===== src/rtl/counter_sched_pkg.sv =====
// Shared types and constants for the counter access scheduler.
// Imported by the interface, the arbiter and the top.
package counter_sched_pkg;

    localparam int unsigned NUM_REQ = 2;

    localparam logic OP_READ = 1'b0;
    localparam logic OP_LOAD = 1'b1;

    typedef enum logic [1:0] {
        ST_IDLE = 2'd0,
        ST_EXEC = 2'd1,
        ST_RESP = 2'd2,
        ST_GAP  = 2'd3
    } state_e;

endpackage


===== src/rtl/counter_sched_if.sv =====
// Requester-side command/response bundle of the counter scheduler.
// Requesters use the master modport; the scheduler uses the slave modport.
interface counter_sched_if;
    import counter_sched_pkg::*;

    logic [NUM_REQ-1:0] req_valid;
    logic [NUM_REQ-1:0] req_ready;
    logic [NUM_REQ-1:0] req_op;
    logic [7:0]         req_data0;
    logic [7:0]         req_data1;
    logic [NUM_REQ-1:0] rsp_valid;
    logic [7:0]         rsp_data;

    modport master (
        output req_valid,
        output req_op,
        output req_data0,
        output req_data1,
        input  req_ready,
        input  rsp_valid,
        input  rsp_data
    );

    modport slave (
        input  req_valid,
        input  req_op,
        input  req_data0,
        input  req_data1,
        output req_ready,
        output rsp_valid,
        output rsp_data
    );

endinterface


===== src/rtl/counter_sched_rr_arb2.sv =====
// Two-way round-robin grant; ptr names the requester favoured on contention.
// No grant at all is issued unless advance is high.
module rr_arb2
    import counter_sched_pkg::*;
(
    input  logic [NUM_REQ-1:0] req,
    input  logic               ptr,
    input  logic               advance,
    output logic [NUM_REQ-1:0] gnt
);

    always_comb begin
        gnt = '0;
        if (advance) begin
            if (req == 2'b11) begin
                gnt = ptr ? 2'b10 : 2'b01;
            end else begin
                gnt = req;
            end
        end
    end

endmodule


===== src/rtl/counter_sched.sv =====
// Serialises READ/LOAD commands from two requesters onto one external counter
// with a tri-state output bus; one command in flight at a time.
module counter_sched
    import counter_sched_pkg::*;
#(
    parameter int unsigned TURNAROUND = 1
)
(
    input  logic           clk,
    input  logic           rst,
    counter_sched_if.slave bus,
    output logic           ctr_load_en,
    output logic [7:0]     ctr_load_val,
    output logic           ctr_oe,
    input  logic [7:0]     ctr_bus,
    output logic           busy
);

    localparam logic [1:0] GAP_LAST = (TURNAROUND == 0) ? 2'd0 : 2'(TURNAROUND - 1);

    state_e             state;
    logic               ptr;
    logic               owner;
    logic               op_q;
    logic [7:0]         data_q;
    logic [7:0]         rsp_q;
    logic [1:0]         gap_cnt;
    logic [NUM_REQ-1:0] gnt;
    logic               advance;
    logic               exec_read;
    logic               exec_load;
    logic               rsp_active;

    // Grants are withheld while rst is high so req_ready reads 0 during reset.
    assign advance = (state == ST_IDLE) && !rst;

    rr_arb2 u_arb (
        .req     (bus.req_valid),
        .ptr     (ptr),
        .advance (advance),
        .gnt     (gnt)
    );

    assign bus.req_ready = gnt;

    always_ff @(posedge clk) begin
        if (rst) begin
            state   <= ST_IDLE;
            ptr     <= 1'b0;
            owner   <= 1'b0;
            op_q    <= OP_READ;
            data_q  <= '0;
            rsp_q   <= '0;
            gap_cnt <= '0;
        end else begin
            case (state)
                ST_IDLE: begin
                    if (|gnt) begin
                        owner  <= gnt[1];
                        op_q   <= bus.req_op[gnt[1]];
                        data_q <= gnt[1] ? bus.req_data1 : bus.req_data0;
                        ptr    <= ~gnt[1];
                        state  <= ST_EXEC;
                    end
                end
                ST_EXEC: begin
                    // The bus is only looked at on a READ; a LOAD echoes its own data.
                    rsp_q <= (op_q == OP_LOAD) ? data_q : ctr_bus;
                    state <= ST_RESP;
                end
                ST_RESP: begin
                    if (TURNAROUND == 0) begin
                        state <= ST_IDLE;
                    end else begin
                        gap_cnt <= GAP_LAST;
                        state   <= ST_GAP;
                    end
                end
                ST_GAP: begin
                    if (gap_cnt == '0) begin
                        state <= ST_IDLE;
                    end else begin
                        gap_cnt <= gap_cnt - 2'd1;
                    end
                end
                default: state <= ST_IDLE;
            endcase
        end
    end

    assign exec_read  = !rst && (state == ST_EXEC) && (op_q == OP_READ);
    assign exec_load  = !rst && (state == ST_EXEC) && (op_q == OP_LOAD);
    assign rsp_active = !rst && (state == ST_RESP);

    assign ctr_oe       = exec_read;
    assign ctr_load_en  = exec_load;
    assign ctr_load_val = exec_load ? data_q : '0;

    assign bus.rsp_valid = rsp_active ? (owner ? 2'b10 : 2'b01) : 2'b00;
    assign bus.rsp_data  = rsp_active ? rsp_q : '0;

    assign busy = !rst && (state != ST_IDLE);

endmodule


===== src/flat_wrapper.sv =====
// flat-port wrapper written by rule: the top's interface ports become plain ports
module counter_sched_flat import counter_sched_pkg::*;
#(
    parameter int unsigned TURNAROUND = 1
)
  (clk, rst, ctr_load_en, ctr_load_val, ctr_oe, ctr_bus, busy, bus_req_valid, bus_req_op, bus_req_data0, bus_req_data1, bus_req_ready, bus_rsp_valid, bus_rsp_data);
  counter_sched_if bus_i ();
  input  logic clk;
  input  logic rst;
  output logic ctr_load_en;
  output logic [7:0] ctr_load_val;
  output logic ctr_oe;
  input  logic [7:0] ctr_bus;
  output logic busy;
  input wire logic [$bits(bus_i.req_valid)-1:0] bus_req_valid;
  input wire logic [$bits(bus_i.req_op)-1:0] bus_req_op;
  input wire logic [$bits(bus_i.req_data0)-1:0] bus_req_data0;
  input wire logic [$bits(bus_i.req_data1)-1:0] bus_req_data1;
  output wire logic [$bits(bus_i.req_ready)-1:0] bus_req_ready;
  output wire logic [$bits(bus_i.rsp_valid)-1:0] bus_rsp_valid;
  output wire logic [$bits(bus_i.rsp_data)-1:0] bus_rsp_data;
  assign bus_i.req_valid = bus_req_valid;
  assign bus_i.req_op = bus_req_op;
  assign bus_i.req_data0 = bus_req_data0;
  assign bus_i.req_data1 = bus_req_data1;
  assign bus_req_ready = bus_i.req_ready;
  assign bus_rsp_valid = bus_i.rsp_valid;
  assign bus_rsp_data = bus_i.rsp_data;
  counter_sched #(.TURNAROUND(TURNAROUND)) u_core (.clk(clk), .rst(rst), .bus(bus_i), .ctr_load_en(ctr_load_en), .ctr_load_val(ctr_load_val), .ctr_oe(ctr_oe), .ctr_bus(ctr_bus), .busy(busy));
endmodule

===== config.mk =====
export PLATFORM = sky130hd
export DESIGN_NAME = counter_sched_flat
export DESIGN_NICKNAME = d
export VERILOG_FILES = /design/src/rtl/counter_sched_pkg.sv /design/src/rtl/counter_sched_if.sv /design/src/rtl/counter_sched_rr_arb2.sv /design/src/rtl/counter_sched.sv /design/src/flat_wrapper.sv
export SDC_FILE = /design/constraint.sdc
export NUM_CORES = 1
export LEC_CHECK = 0
export ABC_AREA = 1
export BUFFER_PORTS_ARGS = -buffer_cell sky130_fd_sc_hd__clkbuf_2
export CAP_MARGIN = 20
export CORE_MARGIN = 8
export CORE_UTILIZATION = 45
export CTS_BUF_LIST = sky130_fd_sc_hd__clkbuf_8
export DETAILED_ROUTE_END_ITERATION = 12
export PLACE_DENSITY = 0.84
export SETUP_SLACK_MARGIN = 0.4
export SLEW_MARGIN = 15
export SYNTH_ARGS = -nofsm -noshare
export SYNTH_HDL_FRONTEND = slang
export SYNTH_HIERARCHICAL = 1
export SYNTH_SLANG_ARGS = --single-unit
export TNS_END_PERCENT = 20

===== constraint.sdc =====
create_clock -name clk -period 4 [get_ports clk]
set_input_delay 0 -clock clk [delete_from_list [all_inputs] [get_ports clk]]
set_output_delay 0 -clock clk [all_outputs]
set_load 0.03 [all_outputs]

==> Word-level counts from Yosys, hierarchy flattened <==
Cells that the tools add are included.
{ "op_classes": {"muxes": 16, "multipliers": 0, "reduce_logical": 15, "shifts": 0, "n_lt_le_gt_ge": 1, "div_mod_pow": 0, "add_sub_neg": 1, "eq_ne": 7, "bitwise": 2} }
{ "op_table": {"columns": ["cell", "n"], "rows": [
  ["$mux 8", 4],
  ["$mux 2", 8],
  ["$pmux 2 s4", 1],
  ["$eq 2x2->1 const B", 3],
  ["$logic_and 1x1->1", 6],
  ["$reduce_and 2->1", 3],
  ["$logic_not 2->1", 2],
  ["$ne 2x2->1 const B", 2],
  ["$pmux 2 s2", 1],
  ["$reduce_bool 2->1", 2],
  ["$eq 2x1->1 const B", 1],
  ["$lt 1x2->1 const B", 1],
  ["$mux 1", 2],
  ["$ne 2x1->1 const B", 1],
  ["$not 1->1", 2],
  ["$reduce_or 2->1", 1],
  ["$sub 2x1->2 const B", 1],
  ["$logic_not 1->1", 1]
]} }
{ "word_totals": {"latch_bits": 0, "register_bits": 23, "input_bits": 30, "out_inout_bits": 23, "mem_bits_rw": 0, "word_cells": 49, "n_memories": 0, "mem_bits_ro": 0} }

==> Longest topological paths before layout <==
{ "depth": {"depth_word": 6, "depth_mapped": 12, "ltp_nobuf": 11} }

==> Cells and area by module <==
The synthesis kept the hierarchy.
{ "modules_own_cells": {"columns": ["mod", "n_inst", "area_per_inst_um2", "cells_each", "seq_area_each_um2"], "rows": [
  ["counter_sched", 1, 1340.0, 213, 460.4],
  ["rr_arb2", 1, 21.3, 5, 0.0]
]} }

==> Worst setup path after synthesis <==
No wires, ideal clock.
{ "synth_path": {"path_kind": "register to register", "start": "reg u_core.state[0]", "end": "reg u_core.data_q[2]", "synth_period_minus_slack_ns": 2.151, "setup_slack_ns": 1.849, "arrival_ns": 2.039, "stages_incl_launch_ff": 11, "setup_time_ns": 0.113, "path_cell_list": "dfxtp_1 -> inv_1 -> ha_1 -> inv_1 -> nor2_1 -> nand2_1 -> a21oi_1 -> buf_2 -> o21ai_0 -> nor2_1 -> nor2_1"} }
{ "synth_between": {"elab_chain_len": 5} }
{ "synth_rtl": {"columns": ["item", "line_no", "source"], "rows": [
  ["start: declaration", "counter_sched.sv:21", "state_e state;"],
  ["start signal: assignment", "counter_sched.sv:48", "state <= ST_IDLE;"],
  ["start signal: assignment", "counter_sched.sv:63", "state <= ST_EXEC;"],
  ["start signal: assignment", "counter_sched.sv:69", "state <= ST_RESP;"],
  ["$logic_not 2->1 *", "counter_sched.sv:35", "assign advance = (state == ST_IDLE) && !rst;"],
  ["$logic_and 1x1->1 *", "counter_sched.sv:35", null],
  ["net u_core.advance", "counter_sched.sv:29", "logic advance;"],
  ["$mux 2 *", "counter_sched_rr_arb2.sv:14", "if (advance) begin"],
  ["net bus_req_ready[1]", "flat_wrapper.sv:19", "output wire logic [$bits(bus_i.req_ready)-1:0] bus_req_ready;"],
  ["$reduce_or 2->1", "counter_sched.sv:58", "if (|gnt) begin"],
  ["$reduce_and 2->1 (no source line)", null, null],
  ["end signal: assignment", "counter_sched.sv:61", "data_q <= gnt[1] ? bus.req_data1 : bus.req_data0;"],
  ["end: declaration", "counter_sched.sv:25", "logic [7:0] data_q;"]
]} }
Mark *: on every way through the listed nets, which the timed path passes. The rest lies on a longest branch.
A chain may end at the register's enable or synchronous reset.

==> Worst setup path in the final report <==
{ "layout_path": {"start": "reg u_core.state[0]", "end": "reg u_core.data_q[3]"} }
{ "layout_between": {"elab_chain_len": 5} }
{ "layout_rtl": {"columns": ["item", "line_no"], "rows": [
  ["$logic_not 2->1 *", "counter_sched.sv:35"],
  ["$logic_and 1x1->1 *", "counter_sched.sv:35"],
  ["net u_core.advance", "counter_sched.sv:29"],
  ["$mux 2 *", "counter_sched_rr_arb2.sv:14"],
  ["$reduce_or 2->1", "counter_sched.sv:58"],
  ["$reduce_and 2->1 (no source line)", null]
]} }
Marked as above.

==> metrics.txt <==
status complete, no violations; CTS clk-pin slew, worst paths 0.08 ns; Worst Path Required 4.16 ns; #FFs+latches synth 23; Via density around 4.5; Starting Density 46.1%; routed wl met3 approximately 150 um; core area approximately 0.003 mm2; met2 WL 1570 um; Die Ht 71 um; initial antenna violation count 0; Reg2Reg Depth 11; PortBufs between 50 and 60; leading cell type in the layout, fill and taps excluded nand2_1; initial DRC count 82; Pins Over Slew Limit 0; crit path kind reg -> reg; Least-Margin Pin Slew just over 0.7 ns; # IOs 53; commonest cells after routing, fill and taps aside 53 x nand2_1, 52 x clkbuf_2, 43 x nor2_1, 40 x inv_1, 23 x dfxtp_1; WL/cell 11.0 um; Tcrit/Tclk final 53.0%; clk_lat worst skew 0.26 ns; CTS buffer count 3; CTS tree done; Global Route Usage Sum 13.5%; DP Wirelength about 2500 um; Fmax 471 MHz; Post-Syn Instances 218; max_cap viols 0; clock root buffer master clkbuf_8; max_slew headroom between 50% and 60%; static leakage a little over 0.9 nW; mean post-synth cell area 6.24 um2; unrepaired setup endpoints after global routing false; fin util 58.7%; post-synthesis sequential area ratio 33.8%; distinct cell type count after synthesis 19; element type at the critical path end register; Fin. Hold Viols 0; crit path launch type register; fin crit period 2.12 ns; fillcell total 287; Peak VDD IR approximately 0.3 mV; top sig layer met4; Overflow after GRT 0; met1 wire length about 1600 um; mapped cell area between 0.001 and 0.0015 mm2; via count 1,396; largest net degree at the start of global routing 25; number of detailed-route iterations in the first pass 4; Final Hold Slack 0.0654 ns; Fin Clk Skew 0.00210 ns; post-CTS sizing 0; HP Class in -> reg; count of non-filler cells in the finished layout 308; Net Count, Synth ~250; post-route cell area 0.00173 mm2; H-Tree Depth 1; YS warnings 6; first-pass GRT wire length 5690 um; vias in the first global route 1,356; DRC violations left 0; Setup Buffers After CTS 0; Final #Nets around 310; Final setup viols 0; CP arrival 2.28 ns; clock net sink count 23; Die X about 70 um; Area after DPL 0.00160 mm2; Final TNS setup 0 ns; Placed Cells 295; final WL 3400 um; # hold bufs at CTS 9; maximum clock path buffer count 2; WHS Path Cells 5; antenna cell count 0; Die ar. 0.00504 mm2; pwr dens roughly 510 mW/mm2; Site Rows 20; crit path max fanout 22; GP Congestion roughly 0.8; Layout area overhead 27.3%; layout cells sized above 1 22.5%; post-route ant nets 0
## per-stage QoR
step / total power [mW] / worst slack (ns)
after floorplan: 0.677 / 1.85
after global placement: 0.731 / 1.99
after detailed placement: 0.742 / 1.88
after CTS: 0.891 / 1.86
after global routing: 0.968 / 1.69
final: 0.891 / 1.88
## routing by layer
metal	up-vias	GRT usage [%]
met5	-	0
met4	0	7.62
met3	6	2.68
met2	41	22.9
met1	577	15.5
li1	772	-
## worst paths after layout
path	startpoint	endpoint	slack [ns]
setup / recovery	u_core/state[0]	u_core/data_q[3]	1.88
hold / removal	bus_req_data1[4]	u_core/data_q[4]	0.07
setup reg to reg	u_core/state[0]	u_core/data_q[3]	1.88
hold reg to reg	u_core/ptr	u_core/ptr	0.48
## power breakdown
part	switching (mW)	internal (mW)	leakage (nW)	total, mW
Combinational	0.265	0.142	0.706	0.407
Sequential	0.0446	0.298	0.189	0.342
Clock	0.0724	0.0685	0.0269	0.141
Total	0.382	0.509	0.921	0.891
## worst max-delay path, stage by stage, from the launching register on
cell     delay (ns)
dfxtp_1        0.38
inv_1          0.10
ha_1           0.28
inv_1          0.08
nor2_1         0.04
nand2_1        0.06
a21oi_1        0.04
buf_4          0.20
o21ai_2        0.60
nand2_1        0.12
nand2_1        0.09
nor2_1         0.04
## sequential cells by signal, summed over array words and instances, names as in the netlist
name,cells
u_core/data_q,8
u_core/rsp_q,8
u_core/gap_cnt,2
u_core/state,2
u_core/op_q,1
u_core/owner,1
u_core/ptr,1
## cells by family (layout without fill, tap and decap cells)
| logic type | Yosys count | count (layout) | share of synthesized area (%) |
|---|---|---|---|
| simple gates | 104 | 104 | 30.1 |
| fa+ha+maj | 6 | 6 | 5.51 |
| flops | 23 | 23 | 33.8 |
| compound gates | 35 | 35 | 13.9 |
| buf+inv | 50 | 107 | 16.6 |
## final cells by class
cell class                      instances  area [um2]  area share (%)
Clock buffer                            3        41.3            2.38
Clock inverter                          1        3.75           0.217
Inverter                               41         154            8.88
Multi-Input combinational cell        145         674            38.9
Sequential cell                        23         460            26.6
Tap cell                               33        41.3            2.38
Timing Repair Buffer                   62         358            20.6
## cell usage after synthesis (all sizes together)
master	count	area share [%]
nand2	56	16
nor2	44	13
inv	40	11
dfxtp	23	34
o21ai	19	7.3
a21oi	8	2.9
a31oi	8	3.7
buf	8	5.0
ha	6	5.5
nand3	4	1.5
clkbuf	1	0.37
clkinv	1	0.28
Note: power is estimated with default switching activity, not from simulation.
